[config.mk]
export PLATFORM = sky130hd
export DESIGN_NAME = key_debounce
export DESIGN_NICKNAME = d
export VERILOG_FILES = /design/src/rtl/key_pkg.sv /design/src/rtl/sync_2ff.sv /design/src/rtl/key_debounce.sv
export SDC_FILE = /design/constraint.sdc
export NUM_CORES = 1
export LEC_CHECK = 0
export ABC_AREA = 1
export CORE_AREA = 3 3 40 42
export CTS_BUF_LIST = sky130_fd_sc_hd__clkbuf_2 sky130_fd_sc_hd__clkbuf_4 sky130_fd_sc_hd__clkbuf_8
export DETAILED_ROUTE_END_ITERATION = 6
export DIE_AREA = 0 0 43 45
export SKIP_LAST_GASP = 1
export SYNTH_ARGS = -nofsm -noshare
export SYNTH_HDL_FRONTEND = slang
export SYNTH_SLANG_ARGS = --single-unit
[constraint.sdc]
create_clock -name orgin_clk -period 1.3 [get_ports orgin_clk]
set_clock_uncertainty 0.05 [all_clocks]
set_input_delay 0.26 -clock orgin_clk [delete_from_list [all_inputs] [get_ports orgin_clk]]
set_output_delay 0.26 -clock orgin_clk [all_outputs]
set_load 0.02 [all_outputs]
[src/rtl/key_pkg.sv]
// Shared types for the key debouncer: FSM state encoding and a small decode helper.
package key_pkg;

    typedef enum logic [1:0] {
        S_IDLE         = 2'd0,
        S_PRESS_WAIT   = 2'd1,
        S_PRESSED      = 2'd2,
        S_RELEASE_WAIT = 2'd3
    } key_fsm_e;

    // Debounced level implied by a state: the key counts as pressed until a release is accepted.
    function automatic logic state_is_pressed(input key_fsm_e st);
        return (st == S_PRESSED) || (st == S_RELEASE_WAIT);
    endfunction

endpackage

[src/rtl/sync_2ff.sv]
// Two-flop synchronizer for a single asynchronous bit, with a configurable reset value.
module sync_2ff #(
    parameter logic RST_VAL = 1'b0
) (
    input  logic clk_i,
    input  logic rst_ni,
    input  logic d_i,
    output logic q_o
);

    logic meta_q, meta_d;
    logic sync_q, sync_d;

    // Next-state: plain shift through the two stages.
    always_comb begin
        meta_d = d_i;
        sync_d = meta_q;
    end

    // Synchronizer stages.
    always_ff @(posedge clk_i or negedge rst_ni) begin
        if (!rst_ni) begin
            meta_q <= RST_VAL;
            sync_q <= RST_VAL;
        end else begin
            meta_q <= meta_d;
            sync_q <= sync_d;
        end
    end

    assign q_o = sync_q;

endmodule

[src/rtl/key_debounce.sv]
// Push-button debouncer: accepts a new key level only after it has been stable for
// STABLE_TICKS rising edges of div_clk, which is sampled as data in the orgin_clk domain.
module key_debounce
    import key_pkg::*;
#(
    parameter int unsigned STABLE_TICKS = 4,
    parameter logic        PRESS_LEVEL  = 1'b0
) (
    input  logic orgin_clk,
    input  logic reset_n,
    input  logic div_clk,
    input  logic key_in,
    output logic key_state,
    output logic key_press,
    output logic key_release
);

    localparam int unsigned     CntW    = $clog2(STABLE_TICKS + 1);
    localparam logic [CntW-1:0] CntLast = CntW'(STABLE_TICKS - 1);

    logic            key_sync;
    logic            div_sync;
    logic            key_act;
    logic            tick;
    logic            div_hist_q, div_hist_d;
    key_fsm_e        state_q, state_d;
    logic [CntW-1:0] cnt_q, cnt_d;
    logic            key_state_q, key_state_d;
    logic            press_q, press_d;
    logic            release_q, release_d;

    // Synchronizers reset to the released level so reset never looks like a press.
    sync_2ff #(
        .RST_VAL(~PRESS_LEVEL)
    ) u_key_sync (
        .clk_i (orgin_clk),
        .rst_ni(reset_n),
        .d_i   (key_in),
        .q_o   (key_sync)
    );

    sync_2ff #(
        .RST_VAL(1'b0)
    ) u_div_sync (
        .clk_i (orgin_clk),
        .rst_ni(reset_n),
        .d_i   (div_clk),
        .q_o   (div_sync)
    );

    // Rising-edge detect on the synchronized divider output, plus level decode of the key.
    always_comb begin
        div_hist_d = div_sync;
        tick       = div_sync & ~div_hist_q;
        key_act    = (key_sync == PRESS_LEVEL);
    end

    // Next-state: a bounce always returns to the stable state and takes priority over a tick.
    always_comb begin
        state_d   = state_q;
        cnt_d     = cnt_q;
        press_d   = 1'b0;
        release_d = 1'b0;
        case (state_q)
            S_IDLE: begin
                if (key_act) begin
                    state_d = S_PRESS_WAIT;
                    cnt_d   = '0;
                end
            end
            S_PRESS_WAIT: begin
                if (!key_act) begin
                    state_d = S_IDLE;
                    cnt_d   = '0;
                end else if (tick) begin
                    if (cnt_q == CntLast) begin
                        state_d = S_PRESSED;
                        cnt_d   = '0;
                        press_d = 1'b1;
                    end else begin
                        cnt_d = cnt_q + CntW'(1);
                    end
                end
            end
            S_PRESSED: begin
                if (!key_act) begin
                    state_d = S_RELEASE_WAIT;
                    cnt_d   = '0;
                end
            end
            S_RELEASE_WAIT: begin
                if (key_act) begin
                    state_d = S_PRESSED;
                    cnt_d   = '0;
                end else if (tick) begin
                    if (cnt_q == CntLast) begin
                        state_d   = S_IDLE;
                        cnt_d     = '0;
                        release_d = 1'b1;
                    end else begin
                        cnt_d = cnt_q + CntW'(1);
                    end
                end
            end
            default: begin
                state_d = S_IDLE;
                cnt_d   = '0;
            end
        endcase
        key_state_d = state_is_pressed(state_d);
    end

    // State, counter and registered outputs.
    always_ff @(posedge orgin_clk or negedge reset_n) begin
        if (!reset_n) begin
            div_hist_q  <= 1'b0;
            state_q     <= S_IDLE;
            cnt_q       <= '0;
            key_state_q <= 1'b0;
            press_q     <= 1'b0;
            release_q   <= 1'b0;
        end else begin
            div_hist_q  <= div_hist_d;
            state_q     <= state_d;
            cnt_q       <= cnt_d;
            key_state_q <= key_state_d;
            press_q     <= press_d;
            release_q   <= release_d;
        end
    end

    assign key_state   = key_state_q;
    assign key_press   = press_q;
    assign key_release = release_q;

endmodule

# Word level (Yosys, flattened, before mapping)
# Cells that the tools add are included.
[totals]
ram_bits = 0
rom_bits = 0
latch_bits = 0
wordCells = 46
mem_count = 0
register_bits = 13
output_inout_bits = 3
inputBits = 4
[classes]
n_mul = 0
bitwise = 2
n_eq_ne = 8
n_shift = 0
magnitude_cmp = 0
div_mod_pow = 0
reduce_logical = 3
mux = 22
n_addsub = 1
[op_table]
columns = ["cell", "n"]
rows = [
  ["3-bit two-way mux", 6],
  ["2-bit two-way mux", 8],
  ["3-bit one-hot mux with 4 select lines", 1],
  ["2-bit equality test, second input constant", 4],
  ["2-bit one-hot mux with 4 select lines", 1],
  ["1-bit two-way mux", 6],
  ["3-bit by 1-bit adder with 3-bit output, second input constant", 1],
  ["3-bit by 2-bit equality test with 1-bit output, second input constant", 1],
  ["2-bit by 1-bit equality test with 1-bit output, second input constant", 1],
  ["2-bit logical NOT", 1],
  ["2-bit by 1-bit != test with 1-bit output, second input constant", 1],
  ["2-bit != test, second input constant", 1],
  ["2-bit AND reduction", 1],
  ["1-bit AND", 1],
  ["1-bit logical OR", 1],
  ["1-bit inverter", 1],
]

# Depth between registers and ports, before layout
[depth]
word_depth = 7
mapped_depth = 6
mapped_depth_nobuf = 6

# By module
# A second synthesis with hierarchy kept.
[hier_totals]
cells_unflattened = 54
area_unflattened_um2 = 491.7
[modules_own_cells]
columns = ["mod", "instances", "area_per_inst_um2", "cells_per_inst"]
rows = [
  ["key_debounce", 1, 389.1, 50],
  ["sync_2ff (u_key_sync)", 1, 52.6, 2],
  ["sync_2ff (u_div_sync)", 1, 50.0, 2],
]

# Worst setup path after synthesis
# Ideal clock, no wire load.
[synth_path]
kind = "register to register"
start = "reg cnt_q[0]"
end = "reg cnt_q[1]"
path_stages_with_launch = 4
period_less_slack_ps = 1066
path_slack_ps = 234
t_arrival_ps = 896
cell_sequence = "dfrtp_1 > ha_1 > o21ai_0 > o21ai_2"
[synth_via]
elab_chain_len = 5
word_cells_on_any_way = 7
[synth_rtl]
columns = ["element", "line", "rtl"]
rows = [
  ["start: declaration", "key_debounce.sv:27", "logic [CntW-1:0] cnt_q, cnt_d;"],
  ["start signal: assignment", "key_debounce.sv:125", "cnt_q <= cnt_d;"],
  ["3-bit by 1-bit adder with 3-bit output or 3-bit by 2-bit equality test with 1-bit output (tied branches)", "--", ""],
  ["3-bit two-way mux (*)", "key_debounce.sv:76, key_debounce.sv:96", ""],
  ["3-bit two-way mux (*)", "key_debounce.sv:95", "end else if (tick) begin"],
  ["3-bit two-way mux, on equally long branches", "key_debounce.sv:92, key_debounce.sv:72", ""],
  ["3-bit one-hot mux with 4 select lines (*)", "key_debounce.sv:64", "case (state_q)"],
]
# Every way passes the cells marked *; elsewhere a longest branch is shown, timed or not.
# A chain may end at the register's enable or synchronous reset.

# Worst setup path after layout
[layout_path]
start = "reg press_q (netlist: key_press)"
end = "out key_press"
[layout_lines]
columns = ["element", "line", "rtl"]
rows = [
  ["start: declaration", "key_debounce.sv:29", "logic press_q, press_d;"],
  ["start signal: assignment", "key_debounce.sv:127", "press_q <= press_d;"],
  ["end: declaration", "key_debounce.sv:14", "output logic key_press,"],
]
# No word-level cell between the ends.

==> flow_summary.ini <==
[timing]
grt_setup_unrepaired = false
setup_viol = 0
fin_crit_sh_pct = 96.78
finalHoldViolations = 0
fin_crit_ns = 1.258
fmax_ghz = 0.7948
finalSetupTns_ns = 0
drv_slew = 0
worst_slew_pin_slew_ns = 0.2724
max_slew_margin_pct = 81.79
whs_ns = 0.1804

[power_and_ir_drop]
power_w = 0.0007520
p_sw_w = 0.0001656
power.share.switching_pct = 22.02
leakagePower_nw = 0.3300
power_density_nw_per_um2 = 1214
pwr-share-clk_pct = 38.9
pwr-share-seq_pct = 53.1
ir_drop_mv = 0.9037
power_frac_comb_pct = 8.0
p_int_w = 0.0005864

[detailed_routing]
wirelength_um = 732
drtPass1Iterations = 4
ant_nets = 0
vias = 354
wire_per_inst_um = 9.037
routed_via_density = 4.370
drtIter0Drc = 5
drc = 0

[clock_network]
htreeDepth = 1
cts_inserted_buffers = 3
clock-sinks = 12
clockBufferDepth = 2
root_buffer = clkbuf_4
clkLatencyLatePin_ns = 0.28
path_clk_slew_ns = 0.08
cts_tree = done
post-cts-setup-buffers = 0

[yosys]
syn_area_um2 = 491.7
syn_nets = 59
yosysWarnings = 0
ys_ff_latch = 12
netlist_instances = 54
synth_cell_types = 13
syn_avg_cell_area_um2 = 9.106
yosysSeqAreaShare_pct = 61.58

[setup_path]
crit_fanout = 1
start_kind = flop
end_kind = output pin
worst-path-buf-inv = 1
slowest_delay_ns = 0.36
cp_cell_sequence = dlygate4sd2_1
cp_slowest_cell = dfrtp_1
crit_arrival_ns = 0.95
crit_type = flop to output pin
critPathTopFamily = flip-flops
worstPathRequired_ns = 0.99

[place]
place.gp.congestion = 0.6691
port_buffers = 6
place_area_um2 = 585.6
place.detailed.hpwl_um = 550.9

[run_status]
outcome = completed

[global_route]
grt_antenna_before_repair = 0
grt_max_degree = 8
grt_pass1_wl_mm = 1.324
grt_pass1_vias = 340
grt_usage_pct = 10.14
grt-ovfl-total = 0

[floorplanning]
io_pins = 7
rows = 13
die_w_um = 43
start_util_pct = 38.27
core_um2 = 1285
fp.dieH_um = 45
die_area_um2 = 1935

[layout]
finish.net_count = 72
design_area_um2 = 619.3
drive_gt1_share_pct = 19.70
areaGrowthSynthToFinish_pct = 25.95
diodes = 0
nFillCells = 120

[min_path]
holdCritPathClass = primary input to asynchronous set/reset pin

[job]
maxCapViolations = 0
sequential cells by signal (all words and copies together) (netlist names):
name	cells
div_hist_q	1
state_q	1
u_key_sync.meta_q	1
key_state	1
u_key_sync.q_o	1
u_div_sync.meta_q	1
key_press	1
key_release	1
u_div_sync.q_o	1
cnt_q	3
power groups by stage:
stage | clock network (W) | logic [W] | registers, W
2_1_floorplan | 0 | 0.0000312 | 0.000408
3_3_place_gp | 0 | 0.0000611 | 0.000407
3_5_place_dp | 0 | 0.0000619 | 0.000407
4_1_cts | 0.000307 | 0.0000612 | 0.000400
5_1_grt | 0.000327 | 0.0000705 | 0.000402
6_report | 0.000292 | 0.0000600 | 0.000400
final timing paths:
check	from	cells after the start	slack (ns)	to
max	key_press$_DFF_PN0_	1	0.04	key_press
min	reset_n	1	0.18	u_div_sync.meta_q$_DFF_PN0_
max reg2reg	cnt_q[0]$_DFFE_PN0P_	6	0.13	key_state$_DFF_PN0_
min reg2reg	u_div_sync.meta_q$_DFF_PN0_	0	0.30	u_div_sync.q_o$_DFF_PN0_
max in group asynchronous	reset_n	2	0.64	key_state$_DFF_PN0_
min in group orgin_clk	u_div_sync.meta_q$_DFF_PN0_	0	0.30	u_div_sync.q_o$_DFF_PN0_
per-layer routing:
metal,part of all wire (%),track usage [%],up-vias
met1,43,10.08,156
met4,1.4,5.422,0
met2,47,15.87,11
met5,0,0,-
met3,8.2,7.171,2
li1,-,-,185
placed cells by master, fill, tap and decap left out, types with 2 or more instances in the layout:
master and n:
buf_4 2, clkbuf_4 3, clkdlybuf4s50_1 3, dfrtp_1 10, dfstp_2 2, dlygate4sd2_1 2
inv_1 9, nand2_1 17, nand2_2 3, nand3_1 3, nor2_1 4
timing repair:
| action | CTS | global route |
|---|---|---|
| hold buffers | 0 | 0 |
| gates resized for setup | 3 | 1 |
| pin swaps | 0 | 0 |
| setup endpoints to repair | 3 | 1 |
logic make-up (layout without fill, tap and decap cells):
kind of cell	Yosys count	count (layout)	synth area share (%)
compound gates	4	4	4.832
fa+ha+maj	1	1	2.544
buf+inv	9	21	6.870
flops	12	12	61.58
simple gates	28	28	24.17
cell type report:
| type | count | area [um^2] | area share (%) |
|---|---|---|---|
| Inverter | 9 | 33.78 | 5.455 |
| Timing Repair Buffer | 8 | 72.57 | 11.72 |
| Multi-Input combinational cell | 33 | 155.1 | 25.05 |
| Sequential cell | 12 | 302.8 | 48.89 |
| Tap cell | 15 | 18.77 | 3.030 |
| Clock buffer | 4 | 36.28 | 5.859 |
stage by stage:
step           instances  util, %  setup WS, ns
6_report              81    48.20       0.04187
2_1_floorplan         54        -        0.2335
3_3_place_gp          77    45.57       0.07327
3_5_place_dp          77    45.57       0.07056
5_1_grt               81    48.20       0.01071
4_1_cts               81    48.10       0.01873
cells in the mapped netlist:
library cell	instances	area (um^2)
dfstp_2	2	52.55
o21ai_0	1	5.000
o21ai_1	1	5.000
nor2_1	4	15.01
a21oi_1	1	5.000
nand2_1	17	63.81
nand2_2	3	18.77
nor2_2	1	6.260
nand3_1	3	15.01
o21ai_2	1	8.760
dfrtp_1	10	250.2
ha_1	1	12.51
inv_1	9	33.78
(Power assumes the default switching activity.)
